$ cat config.mk
export PLATFORM = sky130hd
export DESIGN_NAME = cdc_handshake_tx
export DESIGN_NICKNAME = d
export VERILOG_FILES = /design/src/rtl/cdc_pkg.sv /design/src/rtl/DFF_META.sv /design/src/rtl/cdc_handshake_tx.sv
export SDC_FILE = /design/constraint.sdc
export NUM_CORES = 1
export LEC_CHECK = 0
export ABC_CLOCK_PERIOD_IN_PS = 2400
export BUFFER_PORTS_ARGS = -buffer_cell sky130_fd_sc_hd__buf_2
export CORE_ASPECT_RATIO = 0.75
export CORE_UTILIZATION = 53
export DETAILED_ROUTE_END_ITERATION = 8
export HOLD_SLACK_MARGIN = 0.1
export PLACE_DENSITY_LB_ADDON = 0.25
export SYNTH_ARGS = -nofsm -noshare
export SYNTH_HDL_FRONTEND = slang
export SYNTH_SLANG_ARGS = --single-unit
$ cat constraint.sdc
create_clock -name clk -period 2.4 [get_ports clk]
set_clock_uncertainty 0.15 [all_clocks]
set_input_delay 0.12 -clock clk [delete_from_list [all_inputs] [get_ports clk]]
set_output_delay 0.12 -clock clk [all_outputs]
set_load 0.02 [all_outputs]
$ cat src/rtl/cdc_pkg.sv
`default_nettype none
// ============================================================================
// Module      : cdc_pkg
// Description : Shared types and constants for the req/ack CDC handshake.
// Revision    : 1.0 - initial release
// ============================================================================
package cdc_pkg;

    localparam int SYNC_STAGES = 2;

    typedef enum logic [1:0] {
        IDLE    = 2'd0,
        REQ     = 2'd1,
        RELEASE = 2'd2,
        ABORT   = 2'd3
    } hs_tx_state_t;

    // Width of a counter that must hold 0..limit, never narrower than 1 bit.
    function automatic int cnt_width(input int limit);
        return (limit < 1) ? 1 : $clog2(limit + 1);
    endfunction

endpackage
`default_nettype wire

$ cat src/rtl/DFF_META.sv
`default_nettype none
// ============================================================================
// Module      : DFF_META
// Description : Multi-flop metastability synchroniser for a single bit.
// Revision    : 1.0 - initial release
// ============================================================================
module DFF_META #(
    parameter int STAGES = 2
) (
    input  logic clk,
    input  logic reset,
    input  logic i_d,
    output logic o_q
);

    logic [STAGES-1:0] r_sync;

    always_ff @(posedge clk) begin
        if (reset) begin
            r_sync <= '0;
        end else begin
            r_sync <= {r_sync[STAGES-2:0], i_d};
        end
    end

    assign o_q = r_sync[STAGES-1];

endmodule
`default_nettype wire

$ cat src/rtl/cdc_handshake_tx.sv
`default_nettype none
// ============================================================================
// Module      : cdc_handshake_tx
// Description : Source side of a four-phase req/ack handshake for one word.
// Revision    : 1.0 - initial release
// ============================================================================
module cdc_handshake_tx
    import cdc_pkg::*;
#(
    parameter int DATA_WIDTH     = 8,
    parameter int TIMEOUT_CYCLES = 1023
) (
    input  logic                  clk,
    input  logic                  reset,
    input  logic                  in_valid,
    output logic                  in_ready,
    input  logic [DATA_WIDTH-1:0] in_data,
    output logic                  req_o,
    output logic [DATA_WIDTH-1:0] data_o,
    input  logic                  ack_i,
    output logic                  done_o,
    output logic                  timeout_o,
    output logic                  busy_o
);

    localparam int                c_CNT_W   = cnt_width(TIMEOUT_CYCLES);
    localparam logic [c_CNT_W-1:0] c_TIMEOUT = c_CNT_W'(TIMEOUT_CYCLES);

    hs_tx_state_t            r_state;
    logic                    r_req;
    logic [DATA_WIDTH-1:0]   r_data;
    logic                    r_done;
    logic                    r_timeout;
    logic                    r_busy;
    logic [c_CNT_W-1:0]      r_count;
    logic [SYNC_STAGES-1:0]  r_flush;
    logic                    w_ack_s;
    logic                    w_sat;
    logic                    w_expired;
    logic                    w_ready;

    DFF_META #(
        .STAGES (SYNC_STAGES)
    ) u_ack_sync (
        .clk   (clk),
        .reset (reset),
        .i_d   (ack_i),
        .o_q   (w_ack_s)
    );

    assign w_sat = (r_count == c_TIMEOUT);

    generate
        if (TIMEOUT_CYCLES != 0) begin : g_timeout
            assign w_expired = w_sat;
        end else begin : g_no_timeout
            assign w_expired = 1'b0;
        end
    endgenerate

    // The synchroniser restarts from 0 on reset, so its output is not a true
    // image of ack_i until it has refilled; hold off acceptance until then.
    assign w_ready = (r_state == IDLE) && !w_ack_s && (r_flush == '0);

    always_ff @(posedge clk) begin
        if (reset) begin
            r_state   <= IDLE;
            r_req     <= 1'b0;
            r_data    <= '0;
            r_done    <= 1'b0;
            r_timeout <= 1'b0;
            r_busy    <= 1'b0;
            r_count   <= '0;
            r_flush   <= '1;
        end else begin
            r_done    <= 1'b0;
            r_timeout <= 1'b0;
            r_flush   <= r_flush >> 1;
            case (r_state)
                IDLE: begin
                    if (in_valid && w_ready) begin
                        r_data  <= in_data;
                        r_req   <= 1'b1;
                        r_busy  <= 1'b1;
                        r_count <= '0;
                        r_state <= REQ;
                    end
                end
                REQ: begin
                    // An ack edge on the expiry cycle takes priority.
                    if (w_ack_s) begin
                        r_req   <= 1'b0;
                        r_count <= '0;
                        r_state <= RELEASE;
                    end else if (w_expired) begin
                        r_req     <= 1'b0;
                        r_timeout <= 1'b1;
                        r_count   <= '0;
                        r_state   <= ABORT;
                    end else if (!w_sat) begin
                        r_count <= r_count + c_CNT_W'(1);
                    end
                end
                RELEASE: begin
                    if (!w_ack_s) begin
                        r_done  <= 1'b1;
                        r_busy  <= 1'b0;
                        r_count <= '0;
                        r_state <= IDLE;
                    end else if (w_expired) begin
                        r_timeout <= 1'b1;
                        r_count   <= '0;
                        r_state   <= ABORT;
                    end else if (!w_sat) begin
                        r_count <= r_count + c_CNT_W'(1);
                    end
                end
                ABORT: begin
                    r_req <= 1'b0;
                    if (!w_ack_s) begin
                        r_busy  <= 1'b0;
                        r_count <= '0;
                        r_state <= IDLE;
                    end
                end
                default: begin
                    r_req   <= 1'b0;
                    r_busy  <= 1'b0;
                    r_count <= '0;
                    r_state <= IDLE;
                end
            endcase
        end
    end

    assign in_ready  = w_ready;
    assign req_o     = r_req;
    assign data_o    = r_data;
    assign done_o    = r_done;
    assign timeout_o = r_timeout;
    assign busy_o    = r_busy;

endmodule
`default_nettype wire

==> flow_summary.json, run 1 <==
{
  "status": "finished, final reports clean",
  "max_freq_mhz": 484,
  "top_layer": "met4",
  "area_delta_synth_final_pct": 24.8,
  "path_depth": 7,
  "ctsLongestPathBuffers": 2,
  "io_buffers": 24,
  "htree_num_levels": 1,
  "layout_setup_ws_ns": 0.335,
  "final_antenna_net_count": 0,
  "pre_cts_ws_ns": 0.376,
  "drt_pass1_iterations": 4,
  "yosys.area.top_type": "dfxtp_1",
  "setup_viol": 0,
  "cts_buffers": 3,
  "coreArea_sq_um": 2310,
  "cap_violations": 0,
  "yosys_warnings": 0,
  "met3_length_um": 130,
  "fillers": 184,
  "wl_per_cell_um": 13.1,
  "power_per_cell_area_nw_per_um2": 620,
  "drv_slew": 0,
  "relSlewSlack": 0.680,
  "ys_top_cells_by_area": "dfxtp_1, ha_1, a21oi_1",
  "grt_antenna_before_repair": 0,
  "cp_slowest_cell": "dfxtp_1",
  "cts.sinks": 28,
  "cp_data_required_time_ns": 2.49,
  "setup-tns-final_ns": 0,
  "cts.clk_slew.worst_paths_ns": 0.16,
  "syn_inst": 142,
  "start_util": 0.560,
  "vias": 1185,
  "grt_util_all_layers": 0.231,
  "totalWireLength_mm": 2.80,
  "final.period_utilization": 0.860,
  "endpoint_kind": "register",
  "worstHoldPathCells": 5,
  "ir_drop_v": 0.000444,
  "crit_chain": "inv_1, ha_1, a21oi_1, buf_4, nand2b_1, o22a_1, nor2_1",
  "fin_crit_ns": 2.06,
  "arrival_ns": 2.15,
  "rsz0062_at_grt": "false",
  "clock_tree.root_cell": "clkbuf_4",
  "insertion_delay_ns": 0.33,
  "multi_input_area_sq_um": 698,
  "die_area_sq_um": 2640,
  "yosys_most_used_dff": "dfxtp_1",
  "r2r_cells": 7,
  "total_leakage_power_nw": 0.648,
  "nets": 199,
  "diodes": 0,
  "worst_slew_pin_slew_ns": 0.477,
  "cp_top_family": "flip-flops",
  "detail_route.iter0.violations": 62,
  "critPathLaunchType": "register",
  "die_h_um": 44.8,
  "hold_class": "in -> reg",
  "grt_start_max_net_pins": 22,
  "regArea_sq_um": 561,
  "worst-path-buf-inv": 2,
  "syn_area_per_cell_sq_um": 9.11,
  "ys_types": 41,
  "synth_area_sq_um": 1290,
  "cts_tree": "done",
  "synth_top_area_frac": 0.433,
  "post_cts_buffers": 0,
  "grt_pass1_vias": 992,
  "grt-ovfl-total": 0,
  "critical_path_class": "reg -> reg",
  "die_x_um": 59.1,
  "wl_met2_mm": 1.29,
  "ios": 25,
  "path_max_fanout": 8,
  "via_per_inst": 5.56,
  "synth_edf_count": 0,
  "rows": 15,
  "max_stage_delay_ns": 0.50,
  "syn_nets": 161,
  "drcViolationCount": 0,
  "met1Wirelength_mm": 1.36,
  "routabilityCongestion": 0.859,
  "synth_seq_cells": 28,
  "final_hold_viol_count": 0,
  "seq_area_frac_synth": 0.433,
  "grt_pass1_wl_mm": 4.59,
  "hpwl_mm": 1.92,
  "async_flop_share": 0,
  "drive_gt1_frac": 0.201
}
## layout by cell type, fill, tap and decap left out, types with 2 or more instances in the layout
master / instances
o21ai_0: 4
nand3_1: 10
nor3_1: 2
a21oi_1: 16
nor2_1: 11
a211oi_1: 2
dlygate4sd3_1: 11
nand2_1: 14
dfxtp_1: 28
buf_2: 24
inv_1: 2
o2111ai_1: 2
mux2i_1: 2
and3_1: 3
nor2b_1: 3
and2_1: 2
buf_4: 3
clkbuf_4: 3
ha_1: 7
or4b_1: 2
xor2_1: 5
o22ai_1: 2
## flip-flops by register name, indices dropped and copies added, names as in the netlist
signal and flops:
req_o 1, r_count 10, data_o 8, r_state 2, r_flush 2, done_o 1
u_ack_sync.r_sync 2, busy_o 1, timeout_o 1
## what timing repair did
action | 4_1_cts | 5_1_grt
endpoints found under the hold margin | 17 | 0
hold buffers | 11 | 0
gates resized for setup | 0 | 0
## logic make-up (layout without fill, tap and decap cells)
| kind of cell | after synthesis | count (layout) | synth area share |
|---|---|---|---|
| flops | 28 | 28 | 0.433 |
| simple gates | 58 | 58 | 0.249 |
| buf+inv | 7 | 44 | 0.0271 |
| compound gates | 33 | 33 | 0.159 |
| fa+ha+maj | 7 | 7 | 0.0677 |
| mux | 3 | 3 | 0.0242 |
| xor+xnor | 6 | 6 | 0.0406 |
## Yosys cell counts, types with 2 or more instances
cell	number
o22ai_1	2
o2111ai_1	2
inv_1	2
nor2_1	11
dfxtp_1	28
xor2_1	5
nor2b_1	3
o21ai_0	4
nand3_1	10
ha_1	7
nor3_1	2
or4b_1	2
a211oi_1	2
clkbuf_1	3
and2_1	2
a21oi_1	16
mux2i_1	2
nand2_1	14
and3_1	3
## stage by stage
step,std cells,utilization,cell area (sq um),power [mW],hold WS (ns)
4_1_cts,213,0.699,1610,1.00,0.229
3_5_place_dp,198,0.629,1450,0.683,0.192
3_3_place_gp,198,0.629,1450,0.678,0.187
6_report,213,0.699,1610,1.00,0.243
2_1_floorplan,142,-,1290,0.629,-0.00228
5_1_grt,213,0.699,1610,1.05,0.248
## layout make-up
cell class,count,area share
clock buffer,3,0.0140
clock inverter,1,0.0186
inverter,2,0.00465
multi-input combinational,107,0.433
sequential,28,0.347
tap,34,0.0264
timing repair buffer,38,0.157
## final timing paths
| kind | startpoint | endpoint | slack [ns] |
|---|---|---|---|
| hold reg to reg | u_ack_sync.r_sync[0] | u_ack_sync.r_sync[1] | 0.31 |
| hold / removal | in_valid | data_o[3] | 0.24 |
| setup / recovery | r_state[1] | r_count[4] | 0.34 |
| setup reg to reg | r_state[1] | r_count[4] | 0.34 |
## layer usage
| layer | vias to the layer above | GRT usage |
|---|---|---|
| met1 | 557 | 0.332 |
| met3 | 2 | 0.0630 |
| met4 | 0 | 0.0524 |
| met5 | - | 0 |
| li1 | 586 | - |
| met2 | 40 | 0.348 |
## report_power, final
| part | leakage (nW) | switching, mW | total [mW] | internal, mW |
|---|---|---|---|---|
| logic | 0.393 | 0.107 | 0.188 | 0.0805 |
| clock network | 0.0279 | 0.142 | 0.311 | 0.169 |
| registers | 0.227 | 0.0176 | 0.503 | 0.485 |
| total | 0.648 | 0.266 | 1.00 | 0.735 |
## worst min-delay path, cell delays in order
cell	delay, ns
buf_2	0.11
nor4b_4	0.15
buf_4	0.18
nand3_1	0.09
a21oi_1	0.05
Note: power is estimated with default switching activity, not from simulation.
==> inputs of run 2 (changes only) <==
--- a/config.mk
+++ b/config.mk
@@ -12,6 +12,7 @@
 export DETAILED_ROUTE_END_ITERATION = 8
 export HOLD_SLACK_MARGIN = 0.1
 export PLACE_DENSITY_LB_ADDON = 0.25
+export REMOVE_ABC_BUFFERS = 1
 export SYNTH_ARGS = -nofsm -noshare
 export SYNTH_HDL_FRONTEND = slang
 export SYNTH_SLANG_ARGS = --single-unit
==> run 2 against run 1 <==
- first-iteration DRC count down 13%
- fmax is 0.41% lower
- power is 0.63% lower
- critical path depth did not move
- non-clock buffer count did not move
- global-route usage decreased by 1.1 points
- worst setup slack got worse by 0.0086 ns
- wire length is 5.1% lower
- flip-flop and latch count unchanged
- sequential share of layout area unchanged
- register-to-register slack about the same
- die area unchanged
- critical path type unchanged
- highest routed layer unchanged
==> flow_summary.json, run 2 (synthesis results as in run 1) <==
{
  "hold_class": "in -> reg",
  "coreArea_sq_um": 2310,
  "post_cts_buffers": 0,
  "grt_pass1_vias": 998,
  "fillers": 177,
  "use_met3": 0.0630,
  "rsz0062_at_grt": "false",
  "crit_start": "r_state[1]",
  "diodes": 0,
  "nets": 199,
  "drive_gt1_frac": 0.201,
  "worst_hold_slack_ns": 0.232,
  "die_h_um": 44.8,
  "final.period_utilization": 0.864,
  "setup_viol": 0,
  "totalWireLength_mm": 2.66,
  "path_max_fanout": 8,
  "htree_num_levels": 1,
  "ios": 25,
  "regMostFlops": "r_count",
  "hpwl_mm": 1.88,
  "p_sw_frac": 0.261,
  "cts_resized": 0,
  "final_hold_viol_count": 0,
  "largest_reg_flops": 10,
  "ctsLongestPathBuffers": 2,
  "rows": 15,
  "grt_start_max_net_pins": 22,
  "drt_pass1_iterations": 4,
  "drv_slew": 0,
  "met1_usage": 0.298,
  "area_delta_synth_final_pct": 24.8,
  "power_per_cell_area_nw_per_um2": 616,
  "fin_crit_ns": 2.07,
  "insertion_delay_ns": 0.33,
  "cts_buffers": 3,
  "grt_pass1_wl_mm": 4.37,
  "status": "finished, final reports clean",
  "io_buffers": 24,
  "p_int_uw": 735,
  "p_seq_frac": 0.505,
  "cts.sinks": 28,
  "die_x_um": 59.1,
  "final_util": 0.699,
  "cp_top_family": "flip-flops",
  "grt_use_met2": 0.355,
  "finalInstanceArea_sq_um": 1610,
  "final_antenna_net_count": 0,
  "clkPwrFrac": 0.309,
  "clock_tree.root_cell": "clkbuf_4",
  "critPathLaunchType": "register",
  "routabilityCongestion": 0.860,
  "cp_slowest_cell": "dfxtp_1",
  "cts_hold_buffers": 11,
  "ir_drop_v": 0.000495,
  "multi_input_area_sq_um": 698,
  "wl_per_cell_um": 12.5,
  "grt_util_all_layers": 0.221,
  "worst-path-buf-inv": 2,
  "reg2reg_from": "r_state[1]",
  "power.switching_uw": 260,
  "start_util": 0.560,
  "hp-start": "in_valid",
  "endpoint_kind": "register",
  "crit_chain": "inv_1, ha_1, a21oi_1, buf_4, nand2b_1, o22a_1, nor2_1",
  "combPwrFrac": 0.186,
  "setup-tns-final_ns": 0,
  "regArea_sq_um": 561,
  "cp_data_required_time_ns": 2.48,
  "cts.clk_slew.worst_paths_ns": 0.15,
  "detail_route.iter0.violations": 54,
  "cts_tree": "done",
  "cap_violations": 0,
  "gr-max-usage-layer": "met2",
  "grt_antenna_before_repair": 0,
  "critical_path_class": "reg -> reg",
  "total_leakage_power_nw": 0.648,
  "via_per_inst": 5.52,
  "vias": 1175,
  "max_stage_delay_ns": 0.51,
  "drcViolationCount": 0,
  "arrival_ns": 2.16,
  "relSlewSlack": 0.696,
  "die_area_sq_um": 2640,
  "final_cell_mix": "dfxtp_1, buf_2, a21oi_1",
  "grt-ovfl-total": 0,
  "final_common_cell": "dfxtp_1",
  "worst_slew_pin_slew_ns": 0.453,
  "max_freq_mhz": 482,
  "placed_cell_area_sq_um": 1450
}
==> run 2: cell counts in the layout (fill, tap and decap cells not counted) <==
Identical to the previous run, type by type.
==> run 2: power by group through the flow <==
| stage | registers [mW] | clock network (mW) | logic [mW] |
|---|---|---|---|
| global route | 0.506 | 0.333 | 0.205 |
| floorplan | 0.521 | 0 | 0.102 |
| detailed placement | 0.513 | 0 | 0.168 |
| CTS | 0.503 | 0.312 | 0.183 |
| global placement | 0.511 | 0 | 0.165 |
| finish | 0.503 | 0.307 | 0.185 |
==> run 2: area by class of cell <==
type,count,area share
multi-input combinational,107,0.433
sequential,28,0.347
timing repair buffer,38,0.157
tap,34,0.0264
clock inverter,1,0.0186
clock buffer,3,0.0140
inverter,2,0.00465
==> run 2: worst reg2reg max path, delay by kind of cell (launching register included) <==
kind	cells	cell delay, ns
AOI/OAI and AO/OA	2	0.47
adders and majority gates	1	0.21
buffers and inverters	2	0.31
DFF	1	0.51
and+or+nand+nor	2	0.33
==> run 2: routing by layer <==
layer | part of all wire | vias up | wire length [um]
met5 | 0 | - | 0
met2 | 0.46 | 43 | 1220
met4 | 0.0053 | 0 | 14
met1 | 0.47 | 547 | 1250
li1 | - | 583 | -
met3 | 0.063 | 2 | 166
==> run 2: path summary, 6_finish.rpt <==
check                           depth (start not counted)              endpoint  slack, ns
worst max register to register                          7            r_count[0]       0.33
worst min register to register                          1  u_ack_sync.r_sync[1]       0.31
worst min-delay path                                    5             data_o[1]       0.23
worst max-delay path                                    7            r_count[0]       0.33
==> run 2: per-stage QoR <==
step / setup WS (ns) / power [mW] / std cells
6_report: 0.327 / 0.995 / 213
5_1_grt: 0.173 / 1.04 / 213
4_1_cts: 0.353 / 0.998 / 213
3_5_place_dp: 0.366 / 0.681 / 198
3_3_place_gp: 0.463 / 0.676 / 198
2_1_floorplan: 0.234 / 0.623 / 137
